**src/rtl/branch_spec_ctrl_if.sv**
```systemverilog
// Decode/commit/predictor bundle for branch_spec_ctrl.
// BRANCH_STATS_EN adds the stat_branches/stat_mispredicts counters.
interface branch_spec_ctrl_if #(
  parameter int DEPTH = 4
);
  localparam int CW = $clog2(DEPTH) + 1;

  logic          dec_valid;
  logic [11:0]   dec_opcode;
  logic [31:0]   dec_pc;
  logic [31:0]   dec_target;
  logic          pred_taken;
  logic          cmt_valid;
  logic [11:0]   cmt_opcode;
  logic          cmt_taken;
  logic          dec_stall;
  logic          wrong_prediction;
  logic [11:0]   bpu_commit_opcode;
  logic          flush;
  logic [31:0]   redirect_pc;
  logic [CW-1:0] inflight_count;
`ifdef BRANCH_STATS_EN
  logic [31:0]   stat_branches;
  logic [31:0]   stat_mispredicts;
`endif

  modport master (
    output dec_valid, dec_opcode, dec_pc, dec_target,
    output pred_taken, cmt_valid, cmt_opcode, cmt_taken,
    input  dec_stall, wrong_prediction, bpu_commit_opcode,
    input  flush, redirect_pc, inflight_count
`ifdef BRANCH_STATS_EN
    , input stat_branches, stat_mispredicts
`endif
  );

  modport slave (
    input  dec_valid, dec_opcode, dec_pc, dec_target,
    input  pred_taken, cmt_valid, cmt_opcode, cmt_taken,
    output dec_stall, wrong_prediction, bpu_commit_opcode,
    output flush, redirect_pc, inflight_count
`ifdef BRANCH_STATS_EN
    , output stat_branches, stat_mispredicts
`endif
  );
endinterface

```
**src/rtl/branch_spec_ctrl.sv**
```systemverilog
// In-flight branch queue with mispredict flush/redirect and decode recovery.
// Optional BRANCH_STATS_EN adds pop and mispredict-pop counters.
module branch_spec_ctrl #(
  parameter int DEPTH          = 4,
  parameter int RECOVER_CYCLES = 2
) (
  input logic             clk,
  input logic             rst,
  branch_spec_ctrl_if.slave bus
);
  localparam int AW = $clog2(DEPTH);
  localparam int RW = $clog2(RECOVER_CYCLES + 1);
  localparam logic [AW:0]   FULL   = (AW+1)'(DEPTH);
  localparam logic [RW-1:0] RC_TOP = RW'(RECOVER_CYCLES - 1);
  localparam logic [11:0]   OP_BEQ = 12'h063;
  localparam logic [11:0]   OP_BNE = 12'h0e3;

  typedef enum logic [0:0] {RUN, RECOVER} state_t;

  state_t        state_q;
  logic [RW-1:0] rcnt_q;
  logic [AW-1:0] head_q, tail_q;
  logic [AW:0]   cnt_q;
  logic          wp_q, flush_q;
  logic [11:0]   bpu_q;
  logic [31:0]   redir_q;

  logic [31:0]   pc_q  [DEPTH];
  logic [31:0]   tgt_q [DEPTH];
  logic          pred_q[DEPTH];

  logic        full, recov, pop, mis, push;
  logic [31:0] redir_d;

  function automatic logic is_br(input logic [11:0] op);
    return (op == OP_BEQ) || (op == OP_BNE);
  endfunction

  always_comb begin
    full  = (cnt_q == FULL);
    recov = (state_q == RECOVER);
    pop   = bus.cmt_valid & is_br(bus.cmt_opcode)
          & ~recov & (cnt_q != '0);
    mis   = pop & (pred_q[head_q] != bus.cmt_taken);
    // A full queue still accepts a push when a correct pop frees the head.
    push  = bus.dec_valid & is_br(bus.dec_opcode)
          & ~recov & (~full | pop) & ~mis;
    redir_d = bus.cmt_taken ? tgt_q[head_q]
                            : pc_q[head_q] + 32'd1;
  end

  always_ff @(posedge clk) begin
    if (push) begin
      pc_q[tail_q]   <= bus.dec_pc;
      tgt_q[tail_q]  <= bus.dec_target;
      pred_q[tail_q] <= bus.pred_taken;
    end
  end

  always_ff @(posedge clk or posedge rst) begin
    if (rst) begin
      state_q <= RUN;
      rcnt_q  <= '0;
      head_q  <= '0;
      tail_q  <= '0;
      cnt_q   <= '0;
      wp_q    <= 1'b0;
      flush_q <= 1'b0;
      bpu_q   <= '0;
      redir_q <= '0;
    end else begin
      wp_q    <= mis;
      flush_q <= mis;
      bpu_q   <= pop ? bus.cmt_opcode : 12'h000;
      if (mis) redir_q <= redir_d;
      unique case (state_q)
        RUN: begin
          if (mis) begin
            state_q <= RECOVER;
            rcnt_q  <= RC_TOP;
          end
        end
        RECOVER: begin
          if (rcnt_q == '0) state_q <= RUN;
          else rcnt_q <= rcnt_q - RW'(1);
        end
        default: state_q <= RUN;
      endcase
      // Everything younger than a mispredicted branch is wrong-path.
      if (mis) begin
        head_q <= '0;
        tail_q <= '0;
        cnt_q  <= '0;
      end else begin
        if (push) tail_q <= tail_q + AW'(1);
        if (pop)  head_q <= head_q + AW'(1);
        if (push && !pop) cnt_q <= cnt_q + (AW+1)'(1);
        if (pop && !push) cnt_q <= cnt_q - (AW+1)'(1);
      end
    end
  end

`ifdef BRANCH_STATS_EN
  logic [31:0] st_br_q, st_mis_q;

  always_ff @(posedge clk or posedge rst) begin
    if (rst) begin
      st_br_q  <= '0;
      st_mis_q <= '0;
    end else begin
      if (pop) st_br_q  <= st_br_q + 32'd1;
      if (mis) st_mis_q <= st_mis_q + 32'd1;
    end
  end

  assign bus.stat_branches    = st_br_q;
  assign bus.stat_mispredicts = st_mis_q;
`endif

  assign bus.dec_stall         = full | recov;
  assign bus.wrong_prediction  = wp_q;
  assign bus.flush             = flush_q;
  assign bus.bpu_commit_opcode = bpu_q;
  assign bus.redirect_pc       = redir_q;
  assign bus.inflight_count    = cnt_q;
endmodule

```
**src/flat_wrapper.sv**
```systemverilog
// flat-port wrapper written by rule: the top's interface ports become plain ports
module branch_spec_ctrl_flat 
#(
  parameter int DEPTH          = 4,
  parameter int RECOVER_CYCLES = 2
)
  (clk, rst, bus_dec_valid, bus_dec_opcode, bus_dec_pc, bus_dec_target, bus_pred_taken, bus_cmt_valid, bus_cmt_opcode, bus_cmt_taken, bus_dec_stall, bus_wrong_prediction, bus_bpu_commit_opcode, bus_flush, bus_redirect_pc, bus_inflight_count);
  branch_spec_ctrl_if #(.DEPTH(DEPTH)) bus_i ();
  input logic clk;
  input logic rst;
  input wire logic [$bits(bus_i.dec_valid)-1:0] bus_dec_valid;
  input wire logic [$bits(bus_i.dec_opcode)-1:0] bus_dec_opcode;
  input wire logic [$bits(bus_i.dec_pc)-1:0] bus_dec_pc;
  input wire logic [$bits(bus_i.dec_target)-1:0] bus_dec_target;
  input wire logic [$bits(bus_i.pred_taken)-1:0] bus_pred_taken;
  input wire logic [$bits(bus_i.cmt_valid)-1:0] bus_cmt_valid;
  input wire logic [$bits(bus_i.cmt_opcode)-1:0] bus_cmt_opcode;
  input wire logic [$bits(bus_i.cmt_taken)-1:0] bus_cmt_taken;
  output wire logic [$bits(bus_i.dec_stall)-1:0] bus_dec_stall;
  output wire logic [$bits(bus_i.wrong_prediction)-1:0] bus_wrong_prediction;
  output wire logic [$bits(bus_i.bpu_commit_opcode)-1:0] bus_bpu_commit_opcode;
  output wire logic [$bits(bus_i.flush)-1:0] bus_flush;
  output wire logic [$bits(bus_i.redirect_pc)-1:0] bus_redirect_pc;
  output wire logic [$bits(bus_i.inflight_count)-1:0] bus_inflight_count;
  assign bus_i.dec_valid = bus_dec_valid;
  assign bus_i.dec_opcode = bus_dec_opcode;
  assign bus_i.dec_pc = bus_dec_pc;
  assign bus_i.dec_target = bus_dec_target;
  assign bus_i.pred_taken = bus_pred_taken;
  assign bus_i.cmt_valid = bus_cmt_valid;
  assign bus_i.cmt_opcode = bus_cmt_opcode;
  assign bus_i.cmt_taken = bus_cmt_taken;
  assign bus_dec_stall = bus_i.dec_stall;
  assign bus_wrong_prediction = bus_i.wrong_prediction;
  assign bus_bpu_commit_opcode = bus_i.bpu_commit_opcode;
  assign bus_flush = bus_i.flush;
  assign bus_redirect_pc = bus_i.redirect_pc;
  assign bus_inflight_count = bus_i.inflight_count;
  branch_spec_ctrl #(.DEPTH(DEPTH), .RECOVER_CYCLES(RECOVER_CYCLES)) u_core (.clk(clk), .rst(rst), .bus(bus_i));
endmodule
```
**config.mk**
```make
export PLATFORM = sky130hd
export DESIGN_NAME = branch_spec_ctrl_flat
export DESIGN_NICKNAME = d
export VERILOG_FILES = /design/src/rtl/branch_spec_ctrl_if.sv /design/src/rtl/branch_spec_ctrl.sv /design/src/flat_wrapper.sv
export SDC_FILE = /design/constraint.sdc
export NUM_CORES = 1
export LEC_CHECK = 0
export ABC_AREA = 0
export BUFFER_PORTS_ARGS = -buffer_cell sky130_fd_sc_hd__buf_4
export CAP_MARGIN = 20
export CORE_MARGIN = 5
export CORE_UTILIZATION = 46
export CTS_BUF_LIST = sky130_fd_sc_hd__clkbuf_8
export CTS_CLUSTER_SIZE = 10
export DETAILED_ROUTE_END_ITERATION = 10
export PLACE_DENSITY_LB_ADDON = 0.2
export SLEW_MARGIN = 5
export SYNTH_ARGS = -nofsm -noshare
export SYNTH_HDL_FRONTEND = slang
export SYNTH_SLANG_ARGS = --single-unit
```
**constraint.sdc**
```tcl
create_clock -name clk -period 7.8 [get_ports clk]
set_input_delay 0 -clock clk [delete_from_list [all_inputs] [get_ports clk]]
set_output_delay 0 -clock clk [all_outputs]
set_load 0.005 [all_outputs]
```
==> run metrics <==
number of library cell types mapped by synthesis=49; synthesis-to-finish area growth=23.6%; most frequent cells in the layout=260 x edfxtp_1, 151 x buf_4, 70 x dlygate4sd3_1; Remaining DRCs=0; CP Launch Type=register; vias in the first global route=7481; Clock Tree Buf Depth=3; Power Dens Cells=203 mW/mm^2; total grt overflow=0; asr flop ratio synth=0.175; clock root buffer=clkbuf_8; Leak Pwr=0.00579 uW; row count=60; number of enable flip-flop cells after synthesis=260; full die area=0.0310 sq mm; Fin Hold WS=0.105 ns; DRT Wirelength=27.2 mm; synthesized instance count=688; Reg clk slew, reported paths=0.06 ns; Core Area=0.0270 sq mm; Mean Syn Cell Area=18.4 sq um; status=finished, final reports clean; met3 usage=0.0411; via count=7068; CP arrival=4.49 ns; Detail Route Antenna Nets=0; Pre-Repair DR Iteration Count=5; area leader, netlist=edfxtp_1; CTS tree=yes; final setup TNS=0 ns; fill count=2065; antenna violations before repair=3; share of the synthesized area in the top cell type=0.616; fin crit period=4.33 ns; Port-buffer cells=142; Mapped Area=0.0127 sq mm; Setup Skew=0.0188 ns; first-pass GRT wire length=41.8 mm; Starting DRT DRC Count=484; Slew Viols, Final=0; Die X=176 um; Max VDD drop=0.121 mV; H-tree levels=2; Post-CTS Setup Inserts=0; Worst Hold Class=in -> reg; layout cells sized above 1=0.283; Vias per Instance=5.38; DP HPWL=17.2 mm; fin nets=1035; RSZ-0062 raised after global routing=false; Max FO, Critical Path=38; Max-Cap Viols=0; grt met2 use=0.302; Setup-failing EPs final=0; Total GRT Usage=0.174; CP peak stage delay=0.90 ns; Ys Warns=0; drt wl/cell=20.7 um; GP Congestion=0.818; post-synthesis sequential area ratio=0.724; Synth Flop Type=edfxtp_1; Initial Util=0.469; nature of the critical path endpoint=register; most common cell after layout, fill and taps aside=edfxtp_1; top post-synthesis cells by area=edfxtp_1 62%, dfrtp_1 11%, mux4_2 8.2%; CP max stage cell=dfrtp_4; largest net degree at the start of global routing=67; I/O pin cnt=144; Worst-Margin Slew=0.940 ns; Clock Latency Late Sink=0.55 ns; slew margin rel.=0.373; GR met1 Demand/Resource=0.224; Period Utilization, post-route=0.555; Fin. Hold Viols=0; Setup CP Type=reg -> reg; Fmax=0.231 GHz; gr busiest metal=met2; FF+latch count, synth=315; cts bufs inserted=50; CP required=7.97 ns; Sinks on Clock Net=315; CP cell instances=mux4_2 > xnor2_1 > inv_1 > nand2_1 > and3_2 > buf_4; Die Ht=176 um
worst max-delay path: cells and delay by family, from the launching register on:
family,cells,cell delay (ns)
flip-flops,1,0.90
buffers and inverters,2,0.75
AND/OR/NAND/NOR,2,1.09
XOR/XNOR,1,0.55
multiplexers,1,0.61
sequential cells by signal (all words and copies together), names as in the netlist, 3 cells and up:
register and count:
u_core.pc_q 128, u_core.tgt_q 128, u_core.bus.redirect_pc 32, u_core.bus.bpu_commit_opcode 12
u_core.pred_q 4, u_core.bus.inflight_count 3
what timing repair did:
action	4_1_cts	5_1_grt
gates resized for setup	0	0
hold buffers	70	0
hold endpoints to repair	318	0
logic make-up (layout without fill, tap and decap cells):
family	after synthesis	count (layout)	share of synthesized area
compound gates	67	67	0.0276
simple gates	142	142	0.0674
mux	73	73	0.127
xor+xnor	32	32	0.0221
other cells	1	8	0.000296
fa+ha+maj	8	8	0.00849
buf+inv	50	328	0.0222
flops	315	315	0.724
path summary, 6_finish.rpt:
check                      slack [ns]  depth (start not counted)                                   from                                         to
max                              3.47                          6           u_core.head_q[0]$_DFFE_PP0P_               u_core.pc_q[3][13]$_DFFE_PP_
min                              0.10                          4                          bus_cmt_valid  u_core.bus.bpu_commit_opcode[0]$_DFF_PP0_
max reg2reg                      3.47                          6           u_core.head_q[0]$_DFFE_PP0P_               u_core.pc_q[3][13]$_DFFE_PP_
min reg2reg                      0.49                          2  u_core.bus.redirect_pc[6]$_DFFE_PP0P_      u_core.bus.redirect_pc[6]$_DFFE_PP0P_
max in group asynchronous        6.99                          4                                    rst               u_core.head_q[0]$_DFFE_PP0P_
min in group asynchronous        0.22                          4                                    rst  u_core.bus.bpu_commit_opcode[3]$_DFF_PP0_
routing by layer:
layer / up-vias / share of wire
li1: 3232 / -
met1: 3571 / 0.42
met2: 225 / 0.51
met3: 36 / 0.062
met4: 4 / 0.015
met5: - / 0.00099
where the power goes:
part / leakage (uW) / switching (uW) / internal (uW) / total, uW
logic: 0.00216 / 40.1 / 57.3 / 97.4
registers: 0.00308 / 0.770 / 1820 / 1830
clock network: 0.000546 / 593 / 658 / 1250
cell type report:
cell class	instances	area, sq um	share of cell area
clock buffer	53	729	0.0466
timing repair buffer	221	1830	0.117
inverter	16	60.1	0.00383
antenna	1	2.50	0.000160
clock inverter	38	179	0.0114
tap	341	427	0.0272
multi-input combinational	329	3250	0.207
sequential	315	9190	0.586
synthesized netlist by cell type, drive strengths merged, types with 2 or more instances:
| library cell | number |
|---|---|
| nor3 | 5 |
| clkbuf | 18 |
| a21oi | 28 |
| mux2i | 8 |
| or3 | 3 |
| nand4 | 9 |
| xnor2 | 17 |
| nor4 | 8 |
| and4 | 5 |
| nand3 | 15 |
| mux4 | 65 |
| nor3b | 3 |
| o21ai | 33 |
| nor2b | 3 |
| nor2 | 16 |
| inv | 16 |
| or4 | 2 |
| and3 | 31 |
| and2 | 5 |
| o31ai | 4 |
| edfxtp | 260 |
| nand2 | 28 |
| nand4b | 2 |
| buf | 16 |
| nor4b | 4 |
| xor2 | 15 |
| dfrtp | 55 |
| ha | 7 |
stage by stage:
step           setup slack [ns]  utilization  cell area [sq um]  std cells  power, uW
3_3_place_gp               3.56        0.520              14100       1152       1920
3_5_place_dp               3.40        0.520              14100       1152       1930
4_1_cts                    3.36        0.580              15700       1313       3210
2_1_floorplan              4.09            -              12700        694       1870
6_report                   3.47        0.580              15700       1314       3170
5_1_grt                    3.19        0.580              15700       1314       3290
Power figures use the tool's default switching activity.
